[config.mk]
export PLATFORM = sky130hd
export DESIGN_NAME = instr_mem_loader_flat
export DESIGN_NICKNAME = d
export VERILOG_FILES = /design/src/rtl/instr_mem_loader_if.sv /design/src/rtl/instr_mem_loader.sv /design/src/flat_wrapper.sv
export SDC_FILE = /design/constraint.sdc
export NUM_CORES = 1
export LEC_CHECK = 0
export BUFFER_PORTS_ARGS = -buffer_cell sky130_fd_sc_hd__buf_4
export CORE_ASPECT_RATIO = 0.7
export CORE_MARGIN = 2
export CORE_UTILIZATION = 61
export DETAILED_ROUTE_END_ITERATION = 16
export PLACE_DENSITY_LB_ADDON = 0.2
export REMOVE_ABC_BUFFERS = 1
export SYNTH_ARGS = -nofsm -noshare
export SYNTH_HDL_FRONTEND = slang
export SYNTH_SLANG_ARGS = --single-unit
[constraint.sdc]
create_clock -name clk -period 5.7 [get_ports clk]
set_input_delay 0.285 -clock clk [delete_from_list [all_inputs] [get_ports clk]]
set_output_delay 0.285 -clock clk [all_outputs]
set_load 0.005 [all_outputs]
[src/rtl/instr_mem_loader_if.sv]
// Instruction field input handshake plus instruction-memory write handshake.
// The loader uses the slave modport; whatever feeds it and owns the memory uses master.
interface instr_mem_loader_if;
    logic       in_valid;
    logic       in_ready;
    logic [2:0] in_opcode;
    logic       in_rd;
    logic       in_rs;
    logic [2:0] in_imm;
    logic       in_last;

    logic       mem_wr_en;
    logic [7:0] mem_wr_addr;
    logic [7:0] mem_wr_data;
    logic       mem_wr_ready;

    modport master (
        output in_valid, in_opcode, in_rd, in_rs, in_imm, in_last,
        input  in_ready,
        input  mem_wr_en, mem_wr_addr, mem_wr_data,
        output mem_wr_ready
    );

    modport slave (
        input  in_valid, in_opcode, in_rd, in_rs, in_imm, in_last,
        output in_ready,
        output mem_wr_en, mem_wr_addr, mem_wr_data,
        input  mem_wr_ready
    );
endinterface

[src/rtl/instr_mem_loader.sv]
// Encodes instruction fields into 8-bit words, buffers them in a small FIFO and
// writes them to consecutive instruction-memory addresses, one session per start.
module instr_mem_loader #(
    parameter int         FIFO_DEPTH = 4,
    parameter logic [7:0] START_ADDR = 8'd1
) (
    input  logic                clk,
    input  logic                rst_n,
    input  logic                start,
    instr_mem_loader_if.slave   bus,
    output logic                busy,
    output logic                done,
    output logic                error,
    output logic [7:0]          count
);

    localparam int PTR_W = (FIFO_DEPTH > 1) ? $clog2(FIFO_DEPTH) : 1;
    localparam int LVL_W = $clog2(FIFO_DEPTH + 1);
    localparam logic [LVL_W-1:0] FULL_LEVEL = LVL_W'(FIFO_DEPTH);
    localparam logic [PTR_W-1:0] LAST_PTR   = PTR_W'(FIFO_DEPTH - 1);
    localparam logic [7:0]       FINAL_SLOT = 8'd254;

    typedef enum logic [2:0] {
        IDLE,
        LOAD,
        DRAIN,
        DONE,
        ERR
    } state_t;

    state_t           state;
    logic [7:0]       fifo_mem [FIFO_DEPTH];
    logic [PTR_W-1:0] rd_ptr;
    logic [PTR_W-1:0] wr_ptr;
    logic [LVL_W-1:0] fifo_level;
    logic [7:0]       wr_addr;
    logic [7:0]       count_q;
    logic [7:0]       accepted;
    logic             error_q;

    logic [7:0] in_word;
    logic       opcode_legal;
    logic       fifo_full;
    logic       fifo_empty;
    logic       active;
    logic       in_ready_int;
    logic       wr_en_int;
    logic       in_fire;
    logic       push;
    logic       pop;
    logic       final_word;

    function automatic logic [PTR_W-1:0] next_ptr(input logic [PTR_W-1:0] p);
        return (p == LAST_PTR) ? '0 : p + 1'b1;
    endfunction

    assign in_word      = {bus.in_opcode, bus.in_rd, bus.in_rs, bus.in_imm};
    assign opcode_legal = (bus.in_opcode == 3'b000) || bus.in_opcode[2];
    assign fifo_full    = (fifo_level == FULL_LEVEL);
    assign fifo_empty   = (fifo_level == '0);
    assign active       = (state == LOAD) || (state == DRAIN);

    // Handshake enables are qualified by rst_n so nothing transfers in a reset cycle.
    assign in_ready_int = rst_n && (state == LOAD) && !fifo_full;
    assign wr_en_int    = rst_n && active && !fifo_empty;
    assign in_fire      = bus.in_valid && in_ready_int;
    assign push         = in_fire && opcode_legal;
    assign pop          = wr_en_int && bus.mem_wr_ready;
    assign final_word   = (accepted == FINAL_SLOT);

    assign bus.in_ready    = in_ready_int;
    assign bus.mem_wr_en   = wr_en_int;
    assign bus.mem_wr_addr = wr_en_int ? wr_addr : 8'd0;
    assign bus.mem_wr_data = wr_en_int ? fifo_mem[rd_ptr] : 8'd0;

    assign busy  = rst_n && active;
    assign done  = rst_n && (state == DONE);
    assign error = rst_n && error_q;
    assign count = count_q;

    always_ff @(posedge clk) begin
        if (push) begin
            fifo_mem[wr_ptr] <= in_word;
        end
    end

    // Later assignments in this block deliberately override the FIFO bookkeeping
    // above them when a session restarts or an illegal opcode flushes the buffer.
    always_ff @(posedge clk) begin
        if (!rst_n) begin
            state      <= IDLE;
            rd_ptr     <= '0;
            wr_ptr     <= '0;
            fifo_level <= '0;
            wr_addr    <= START_ADDR;
            count_q    <= 8'd0;
            accepted   <= 8'd0;
            error_q    <= 1'b0;
        end else begin
            if (pop) begin
                rd_ptr  <= next_ptr(rd_ptr);
                wr_addr <= wr_addr + 8'd1;
                count_q <= count_q + 8'd1;
            end
            if (push) begin
                wr_ptr   <= next_ptr(wr_ptr);
                accepted <= accepted + 8'd1;
            end
            if (push && !pop) begin
                fifo_level <= fifo_level + 1'b1;
            end else if (!push && pop) begin
                fifo_level <= fifo_level - 1'b1;
            end

            case (state)
                IDLE, DONE, ERR: begin
                    if (start) begin
                        state      <= LOAD;
                        wr_addr    <= START_ADDR;
                        count_q    <= 8'd0;
                        accepted   <= 8'd0;
                        error_q    <= 1'b0;
                        rd_ptr     <= '0;
                        wr_ptr     <= '0;
                        fifo_level <= '0;
                    end else if (state == DONE) begin
                        state <= IDLE;
                    end
                end
                LOAD: begin
                    if (in_fire) begin
                        if (!opcode_legal) begin
                            state      <= ERR;
                            error_q    <= 1'b1;
                            rd_ptr     <= '0;
                            wr_ptr     <= '0;
                            fifo_level <= '0;
                        end else if (bus.in_last || final_word) begin
                            state <= DRAIN;
                            // A session cut off at 255 words without in_last is an overflow.
                            if (!bus.in_last) begin
                                error_q <= 1'b1;
                            end
                        end
                    end
                end
                DRAIN: begin
                    if (fifo_empty) begin
                        state <= DONE;
                    end
                end
                default: begin
                    state <= IDLE;
                end
            endcase
        end
    end

endmodule

[src/flat_wrapper.sv]
// flat-port wrapper written by rule: the top's interface ports become plain ports
module instr_mem_loader_flat 
#(
    parameter int         FIFO_DEPTH = 4,
    parameter logic [7:0] START_ADDR = 8'd1
)
  (clk, rst_n, start, busy, done, error, count, bus_in_valid, bus_in_opcode, bus_in_rd, bus_in_rs, bus_in_imm, bus_in_last, bus_in_ready, bus_mem_wr_en, bus_mem_wr_addr, bus_mem_wr_data, bus_mem_wr_ready);
  instr_mem_loader_if bus_i ();
  input  logic clk;
  input  logic rst_n;
  input  logic start;
  output logic busy;
  output logic done;
  output logic error;
  output logic [7:0] count;
  input wire logic [$bits(bus_i.in_valid)-1:0] bus_in_valid;
  input wire logic [$bits(bus_i.in_opcode)-1:0] bus_in_opcode;
  input wire logic [$bits(bus_i.in_rd)-1:0] bus_in_rd;
  input wire logic [$bits(bus_i.in_rs)-1:0] bus_in_rs;
  input wire logic [$bits(bus_i.in_imm)-1:0] bus_in_imm;
  input wire logic [$bits(bus_i.in_last)-1:0] bus_in_last;
  output wire logic [$bits(bus_i.in_ready)-1:0] bus_in_ready;
  output wire logic [$bits(bus_i.mem_wr_en)-1:0] bus_mem_wr_en;
  output wire logic [$bits(bus_i.mem_wr_addr)-1:0] bus_mem_wr_addr;
  output wire logic [$bits(bus_i.mem_wr_data)-1:0] bus_mem_wr_data;
  input wire logic [$bits(bus_i.mem_wr_ready)-1:0] bus_mem_wr_ready;
  assign bus_i.in_valid = bus_in_valid;
  assign bus_i.in_opcode = bus_in_opcode;
  assign bus_i.in_rd = bus_in_rd;
  assign bus_i.in_rs = bus_in_rs;
  assign bus_i.in_imm = bus_in_imm;
  assign bus_i.in_last = bus_in_last;
  assign bus_in_ready = bus_i.in_ready;
  assign bus_mem_wr_en = bus_i.mem_wr_en;
  assign bus_mem_wr_addr = bus_i.mem_wr_addr;
  assign bus_mem_wr_data = bus_i.mem_wr_data;
  assign bus_i.mem_wr_ready = bus_mem_wr_ready;
  instr_mem_loader #(.FIFO_DEPTH(FIFO_DEPTH), .START_ADDR(START_ADDR)) u_core (.clk(clk), .rst_n(rst_n), .start(start), .bus(bus_i), .busy(busy), .done(done), .error(error), .count(count));
endmodule
[Word-level counts from Yosys, hierarchy flattened]
Memory sizes are Yosys's and may differ from the RTL's. A register that Yosys moved wholly into a read port is not among the register bits.
Cells that the tools add are included.
Cells by class
  bitwise gates (word level): 0
  multipliers: 0
  multiplexer cells: 45
  reduce and logical (&&, ||, !) cells: 25
  divide/modulo/power cells: 0
  shift operators: 0
  equality and inequality tests: 14
  add/sub/neg operators: 7
  order comparisons: 0
Operator list (number)
  $mux 8: 11
  $mux 3: 11
  $add 8x1->8 const B: 3
  $mux 2: 11
  $logic_and 1x1->1: 11
  $logic_not 3->1: 3
  $pmux 3 s3: 1
  $eq 8x8->1 const B: 1
  $pmux 2 s2: 2
  $mux 1: 7
  $eq 3x2->1 const B: 2
  $eq 3x3->1 const B: 2
  $ne 3x3->1 const B: 2
  $pmux 3 s2: 1
  $reduce_and 5->1: 1
  $add 2x1->2 const B: 2
  $eq 2x2->1 const B: 2
  $logic_not 1->1: 4
  $ne 2x1->1 const B: 2
  $reduce_and 4->1: 1
  $add 3x1->3 const B: 1
  $eq 3x1->1 const B: 1
  $logic_or 1x1->1: 3
  $ne 3x2->1 const B: 1
  5 further kinds: 5
Word-level totals
  bits in latches: 0
  input port bits: 14
  memories: 1
  flip-flop bits (word level): 35
  ROM bits: 0
  bits in writable memories: 32
  output and inout port bits: 29
Memories
  u_core.fifo_mem: depth 4, bits a word 8, read ports 1, clocked after memory_dff 1, wr ports 1, RTL line instr_mem_loader.sv:32  | logic [7:0] fifo_mem [FIFO_DEPTH];

[Logic depth before layout (Yosys ltp)]
Gate-level depths: netlist (run 1).
  word-level depth: 12
  gate-level depth with buffers: 8

[Worst setup path before layout (run 1)]
No wires, ideal clock.
  kind: register to register
  start: register u_core.fifo_level[0]
  end: memory u_core.fifo_mem[3][0], enable pin
  stages on the path, launching flop included: 7
  slack: 3764 ps
  required time: 5390 ps
  arrival: 1626 ps
  clock period less this slack: 1936 ps
  setup time: 310 ps
  cells stage by stage: dfxtp_1 inv_1 ha_1 and2_1 nor4b_4 buf_6 and2_2
On the way
  longest elaborated chain between the ends: 7
Ends and longest elaborated chain
  start: declaration: RTL line instr_mem_loader.sv:35  | logic [LVL_W-1:0] fifo_level;
  start signal: assignment: RTL line instr_mem_loader.sv:110  | fifo_level <= fifo_level + 1'b1;
  start signal: assignment: RTL line instr_mem_loader.sv:112  | fifo_level <= fifo_level - 1'b1;
  $eq 3x3->1: RTL line instr_mem_loader.sv:59  | assign fifo_full = (fifo_level == FULL_LEVEL);
  $logic_not 1->1: RTL line instr_mem_loader.sv:64  | assign in_ready_int = rst_n && (state == LOAD) && !fifo_full;
  $logic_and 1x1->1: RTL line instr_mem_loader.sv:64
  $logic_and 1x1->1: RTL line instr_mem_loader.sv:66  | assign in_fire = bus.in_valid && in_ready_int;
  $logic_and 1x1->1: RTL line instr_mem_loader.sv:67  | assign push = in_fire && opcode_legal;
  $mux 1: RTL line instr_mem_loader.sv:82  | if (push) begin
  $mux 1 (not written as such): RTL line instr_mem_loader.sv:83  | fifo_mem[wr_ptr] <= in_word;
  end: declaration: RTL line instr_mem_loader.sv:32
No other way between the ends.

[Worst setup path after layout (run 1)]
  start: register u_core.state[0]
  end: memory u_core.fifo_mem[0][1], enable pin
On the way
  longest elaborated chain between the ends: 7
Ends and longest elaborated chain
  start: declaration: RTL line instr_mem_loader.sv:31  | state_t state;
  start signal: assignment: RTL line instr_mem_loader.sv:91  | state <= IDLE;
  start signal: assignment: RTL line instr_mem_loader.sv:118  | state <= LOAD;
  start signal: assignment: RTL line instr_mem_loader.sv:127  | state <= IDLE;
  $eq 3x1->1: RTL line instr_mem_loader.sv:64
  $logic_and 1x1->1 (2 in series): RTL line instr_mem_loader.sv:64
  $logic_and 1x1->1: RTL line instr_mem_loader.sv:66
  $logic_and 1x1->1: RTL line instr_mem_loader.sv:67
  $mux 1: RTL line instr_mem_loader.sv:82
  $mux 1 (not written as such): RTL line instr_mem_loader.sv:83
No other way between the ends.

==> results of run 1 <==
## logic make-up after synthesis
kind of cell	count (synthesis)
compound gates	25
xor+xnor	24
fa+ha+maj	12
buf+inv	20
flops	67
mux	8
simple gates	124
## flip-flops by register name, summed over array words and instances (netlist names)
signal / count
u_core.accepted: 8
u_core.count: 8
u_core.error_q: 1
u_core.fifo_level: 3
u_core.fifo_mem: 32
u_core.rd_ptr: 2
u_core.state: 3
u_core.wr_addr: 8
u_core.wr_ptr: 2
## cell usage after synthesis (2+ instances only)
| library cell | n | area (µm²) |
|---|---|---|
| ha_1 | 12 | 150 |
| dfxtp_1 | 35 | 701 |
| a21oi_1 | 9 | 45.0 |
| and4_1 | 2 | 17.5 |
| nor2_1 | 35 | 131 |
| nor3_1 | 8 | 40.0 |
| inv_1 | 8 | 30.0 |
| buf_2 | 2 | 10.0 |
| nor2b_1 | 2 | 12.5 |
| or3_1 | 2 | 12.5 |
| and2_1 | 19 | 119 |
| nand4_1 | 9 | 56.3 |
| buf_1 | 2 | 7.51 |
| edfxtp_1 | 32 | 961 |
| o22ai_1 | 2 | 12.5 |
| a211oi_1 | 2 | 15.0 |
| xnor2_1 | 12 | 105 |
| nand3_1 | 4 | 20.0 |
| and2_2 | 4 | 30.0 |
| buf_6 | 4 | 45.0 |
| nand2b_1 | 2 | 12.5 |
| mux4_2 | 8 | 180 |
| clkbuf_1 | 4 | 15.0 |
| o21ai_0 | 3 | 15.0 |
| xor2_1 | 12 | 105 |
| nand2_1 | 22 | 82.6 |
| and3_1 | 6 | 37.5 |
## layer usage
| metal | track usage | routed length (µm) | up-vias |
|---|---|---|---|
| li1 | - | - | 1068 |
| met1 | 0.323 | 2840 | 1053 |
| met2 | 0.324 | 2600 | 108 |
| met3 | 0.121 | 840 | 5 |
| met4 | 0.0519 | 33 | 0 |
| met5 | 0 | 0 | - |
## final timing paths
kind | start | endpoint | slack [ns] | cells past startpoint
worst max-delay path | u_core.state[0] | u_core.fifo_mem[0][1] | 3.27 | 3
worst min-delay path | bus_in_imm[1] | u_core.fifo_mem[1][1] | 0.15 | 1
worst max register to register | u_core.state[0] | u_core.fifo_mem[0][1] | 3.27 | 3
worst min register to register | u_core.error_q | u_core.error_q | 0.47 | 2
## through the flow
stage / setup slack [ns] / total power, W / instances
floorplan: 3.61 / 0.000551 / 268
finish: 3.27 / 0.000983 / 395
CTS: 3.29 / 0.000991 / 395
detailed placement: 3.32 / 0.000574 / 379
global placement: 3.37 / 0.000573 / 379
global route: 3.14 / 0.00101 / 395
## cell type report
type,instances,area share
well taps,69,0.0234
clock inverters,1,0.00813
inverters,8,0.00813
repair buffers,42,0.0854
clock buffers,15,0.0508
multi-input cells,193,0.374
flip-flops and latches,67,0.450
## power by group through the flow
stage	sequential, W	combinational (W)	clock, W
final	0.000512	0.0000535	0.000418
after global routing	0.000512	0.0000591	0.000441
after CTS	0.000511	0.0000531	0.000426
after detailed placement	0.000522	0.0000525	0
after global placement	0.000521	0.0000517	0
after floorplan	0.000521	0.0000301	0
==> metrics.txt, run 1 <==
outcome completed; Total GRT Usage 0.232; crit-path max cell delay 0.74 ns; Sw Share 0.204; Min-Delay Path Class in2reg; Final Core Density 0.756; H-tree levels 3; setup_tns 0 ns; clk_lat worst skew 0.34 ns; register area share after synthesis 0.527; CP top delay family simple AND/OR/NAND/NOR gates; pin count of the biggest net entering global routing 25; share of layout cells above drive strength 1 0.230; relative slew slack 0.385; CP Capture Type register; IO Pins 43; Total Wirelength 6320 µm; crit-path max FO 16; Ys Warns 0; CTS Buf Count 9; number of global-route vias before repair 2000; Final Hold Viols 0; Final nets 347; DP Area 0.00347 mm²; most frequent cells in the layout buf_4 (42), nor2_1 (35), dfxtp_1 (35), edfxtp_1 (32), nand2_1 (22); Post-Synth Simple-Gate Area 0.214; Final Setup Violations 0; FF+latch count, synth 67; clk sink count 67; number of detailed-route iterations in the first pass 4; hold_buf cts 0; Clock transition at path regs 0.07 ns; Tcrit/Tclk final 0.426; number of port buffers 42; Setup Crit Path Kind reg2reg; DR iter-0 viols 149; Flop pwr share 0.520; fin crit period 2.43 ns; largest family of logic cells by synthesized area simple AND/OR/NAND/NOR gates; Starting Density 0.645; internal cell power 0.000783 W; initial antenna violation count 0; WL/cell 16.0 µm; mux cell area share after synthesis 0.0572; DRC 0; clock power share 0.425; startpoint types register; unrepaired setup endpoints after global routing no; Area Growth Syn to Fin 17.2%; Tightest Pin Transition 0.923 ns; main flop type after synthesis dfxtp_1; pwr/cell area 266 mW/mm²; commonest non-fill, non-tap cell in the layout buf_4; Buf/Inv on CP 0; synthesized area 0.00315 mm²; worst endpoint required time 5.73 ns; Distinct cells, synth 45; PostCTS Resize Cnt 0; Max Freq 0.412 GHz; NetSw 0.000200 W; Post-Synth XOR/XNOR Area 0.0667; setup bufs post-CTS 0; Storage cell area 0.00166 mm²; num rows 21; root buf cell clkbuf_8; fraction of the mapped netlist area in compound gates 0.0524; combinational share of power 0.054; adder-cell area share of the yosys netlist 0.0477; Leak 1.39 nW; crit path max-delay cell type nor4b_4; IR Drop Worst-Case VDD 0.203 mV; Max-cap violations 0; Layout fillers 350; Hold WS 0.155 ns; GPL Wtd Cong 0.893; Multi-input gate area 0.00138 mm²; asr flop ratio synth 0; Syn Area/Cell 11.3 µm²; routed vias 2234; final instance area 0.00369 mm²; Max clock buf depth 2; Syn Inst Count 280; width of the die 89.9 µm; Clock Skew 0.0102 ns; Slew Viols, Final 0; Chip Height 64.1 µm; vias per inst 5.66; Post-synth EDFFs 32; antenna diode count 0; core region area 0.00489 mm²; CP arrival 2.45 ns; placed wire-length estimate 4490 µm; number of nets with antenna violations after routing 0; die area 0.00576 mm²; GR Overflow Total 0; first-pass GRT wire length 10100 µm; CTS tree done; critical path cell sequence or3b_4 -> nor4b_4 -> and2_2
Power figures use the tool's default switching activity.
==> inputs of run 2 (changes only) <==
--- a/config.mk
+++ b/config.mk
@@ -8,7 +8,7 @@
 export BUFFER_PORTS_ARGS = -buffer_cell sky130_fd_sc_hd__buf_4
 export CORE_ASPECT_RATIO = 0.7
 export CORE_MARGIN = 2
-export CORE_UTILIZATION = 61
+export CORE_UTILIZATION = 57
 export DETAILED_ROUTE_END_ITERATION = 16
 export PLACE_DENSITY_LB_ADDON = 0.2
 export REMOVE_ABC_BUFFERS = 1
==> constraint.sdc (replaced) <==
create_clock -name clk -period 2.5 [get_ports clk]
set_input_delay 0.125 -clock clk [delete_from_list [all_inputs] [get_ports clk]]
set_output_delay 0.125 -clock clk [all_outputs]
set_load 0.005 [all_outputs]
==> metrics.txt, run 2 (synthesis gave the netlist of run 1 again) <==
Max clock buf depth 2; Total Wirelength 6690 µm; outcome completed; Total GRT Usage 0.240; Tcrit/Tclk final 0.856; startpoint types register; worst endpoint required time 2.38 ns; CP top delay family simple AND/OR/NAND/NOR gates; routed vias 2267; Leak 1.43 nW; pin count of the biggest net entering global routing 25; placed wire-length estimate 4680 µm; max reg flops 32; H-tree levels 3; Final Setup Violations 0; PostCTS Resize Cnt 0; critical path cell sequence xor2_1 -> and3_1 -> and2_1 -> buf_4; number of nets with antenna violations after routing 0; CP arrival 2.02 ns; number of port buffers 42; share of layout cells above drive strength 1 0.241; clk sink count 67; dpl ws 0.487 ns; unrepaired setup endpoints after global routing no; DRC 0; IO Pins 43; Critical path origin u_core.state[0]; number of global-route vias before repair 2101; final instance area 0.00377 mm²; Max Freq 0.467 GHz; most frequent cells in the layout buf_4 (48), nor2_1 (35), dfxtp_1 (35), edfxtp_1 (32), nand2_1 (22); pwr/cell area 547 mW/mm²; commonest non-fill, non-tap cell in the layout buf_4; setup_tns 0 ns; Setup WS post-layout 0.360 ns; reg-to-reg slack, setup 0.47 ns; DP Area 0.00352 mm²; Min-Delay Path Class in2reg; die area 0.00615 mm²; first-pass GRT wire length 10800 µm; Final nets 361; Reg with most FFs u_core.fifo_mem; GR Overflow Total 0; WL/cell 16.2 µm; Setup Crit Path Kind reg2out; Clock transition at path regs 0.07 ns; CP Capture Point bus_mem_wr_addr[5]; core region area 0.00529 mm²; Clock Skew 0.00732 ns; fin crit period 2.14 ns; crit-path max FO 17; width of the die 92.9 µm; number of detailed-route iterations in the first pass 4; Max-cap violations 0; GPL Wtd Cong 0.896; reg2reg path depth 4; initial antenna violation count 0; antenna diode count 0; Buf/Inv on CP 1; CTS Buf Count 9; CTS tree done; crit path max-delay cell type and3_1; DR iter-0 viols 239; IR Drop Worst-Case VDD 0.452 mV; Crit path depth 4; crit-path max cell delay 0.57 ns; Chip Height 66.2 µm; vias per inst 5.50; clk_lat worst skew 0.34 ns; root buf cell clkbuf_8; Slew Viols, Final 0; origin of the critical flop-to-flop path u_core.state[0]; num rows 22; Final Hold Viols 0; CP Capture Type output pin; Area Growth Syn to Fin 19.5%; Tightest Pin Transition 0.639 ns; r2r endpoint u_core.fifo_mem[1][0]; relative slew slack 0.573; Starting Density 0.596; Hold WS 0.0849 ns
## run 2: how the worst min path moves through the flow
stage / endpoint / depth (start not counted) / slack [ns] / from
6_report: u_core.state[0] / 2 / 0.08 / rst_n
5_1_grt: u_core.state[0] / 2 / 0.07 / rst_n
4_1_cts: u_core.fifo_mem[1][5] / 1 / 0.003 / bus_in_opcode[0]
3_5_place_dp: u_core.fifo_mem[2][1] / 1 / 0.35 / bus_in_imm[1]
3_3_place_gp: u_core.fifo_mem[0][3] / 1 / 0.34 / bus_in_rs
2_1_floorplan: u_core.fifo_mem[0][0] / 0 / 0.22 / bus_in_imm[0]
## run 2: through the flow
| stage | total power, W | utilization | instances |
|---|---|---|---|
| after CTS | 0.00208 | 0.711 | 411 |
| after global routing | 0.00214 | 0.713 | 412 |
| after global placement | 0.00131 | 0.667 | 388 |
| after floorplan | 0.00126 | - | 268 |
| after detailed placement | 0.00132 | 0.667 | 388 |
| final | 0.00206 | 0.713 | 412 |
## run 2: layer usage
layer,vias up,track usage,part of all wire
met5,-,0,0
met2,104,0.340,0.42
met3,11,0.0718,0.096
met1,1057,0.352,0.47
li1,1095,-,-
met4,0,0.0772,0.014
## run 2: final cells by class
type                            count  area [µm²]
Timing Repair Buffer               56         440
Clock inverter                      5        31.3
Inverter                            8        30.0
Sequential cell                    67        1660
Multi-Input combinational cell    193        1380
Clock buffer                       11         131
Tap cell                           72        90.1
Fill cell                         364        1520
## run 2: repair_timing
| item | CTS | global route |
|---|---|---|
| hold buffers | 7 | 1 |
| hold endpoints to repair | 26 | 2 |
| buffers inserted | 0 | 0 |
## run 2: worst register-to-register path, stage by stage, from the launching register on
cell and delay, ns:
dfxtp_1 0.50, or3b_4 0.44, nor4b_4 0.21, buf_4 0.26, and2_2 0.31
## run 2: power breakdown
group	internal (W)	leakage [nW]	switching, W
Sequential	0.00116	0.570	0.00000940
Combinational	0.0000633	0.772	0.0000750
Clock	0.000356	0.0831	0.000398
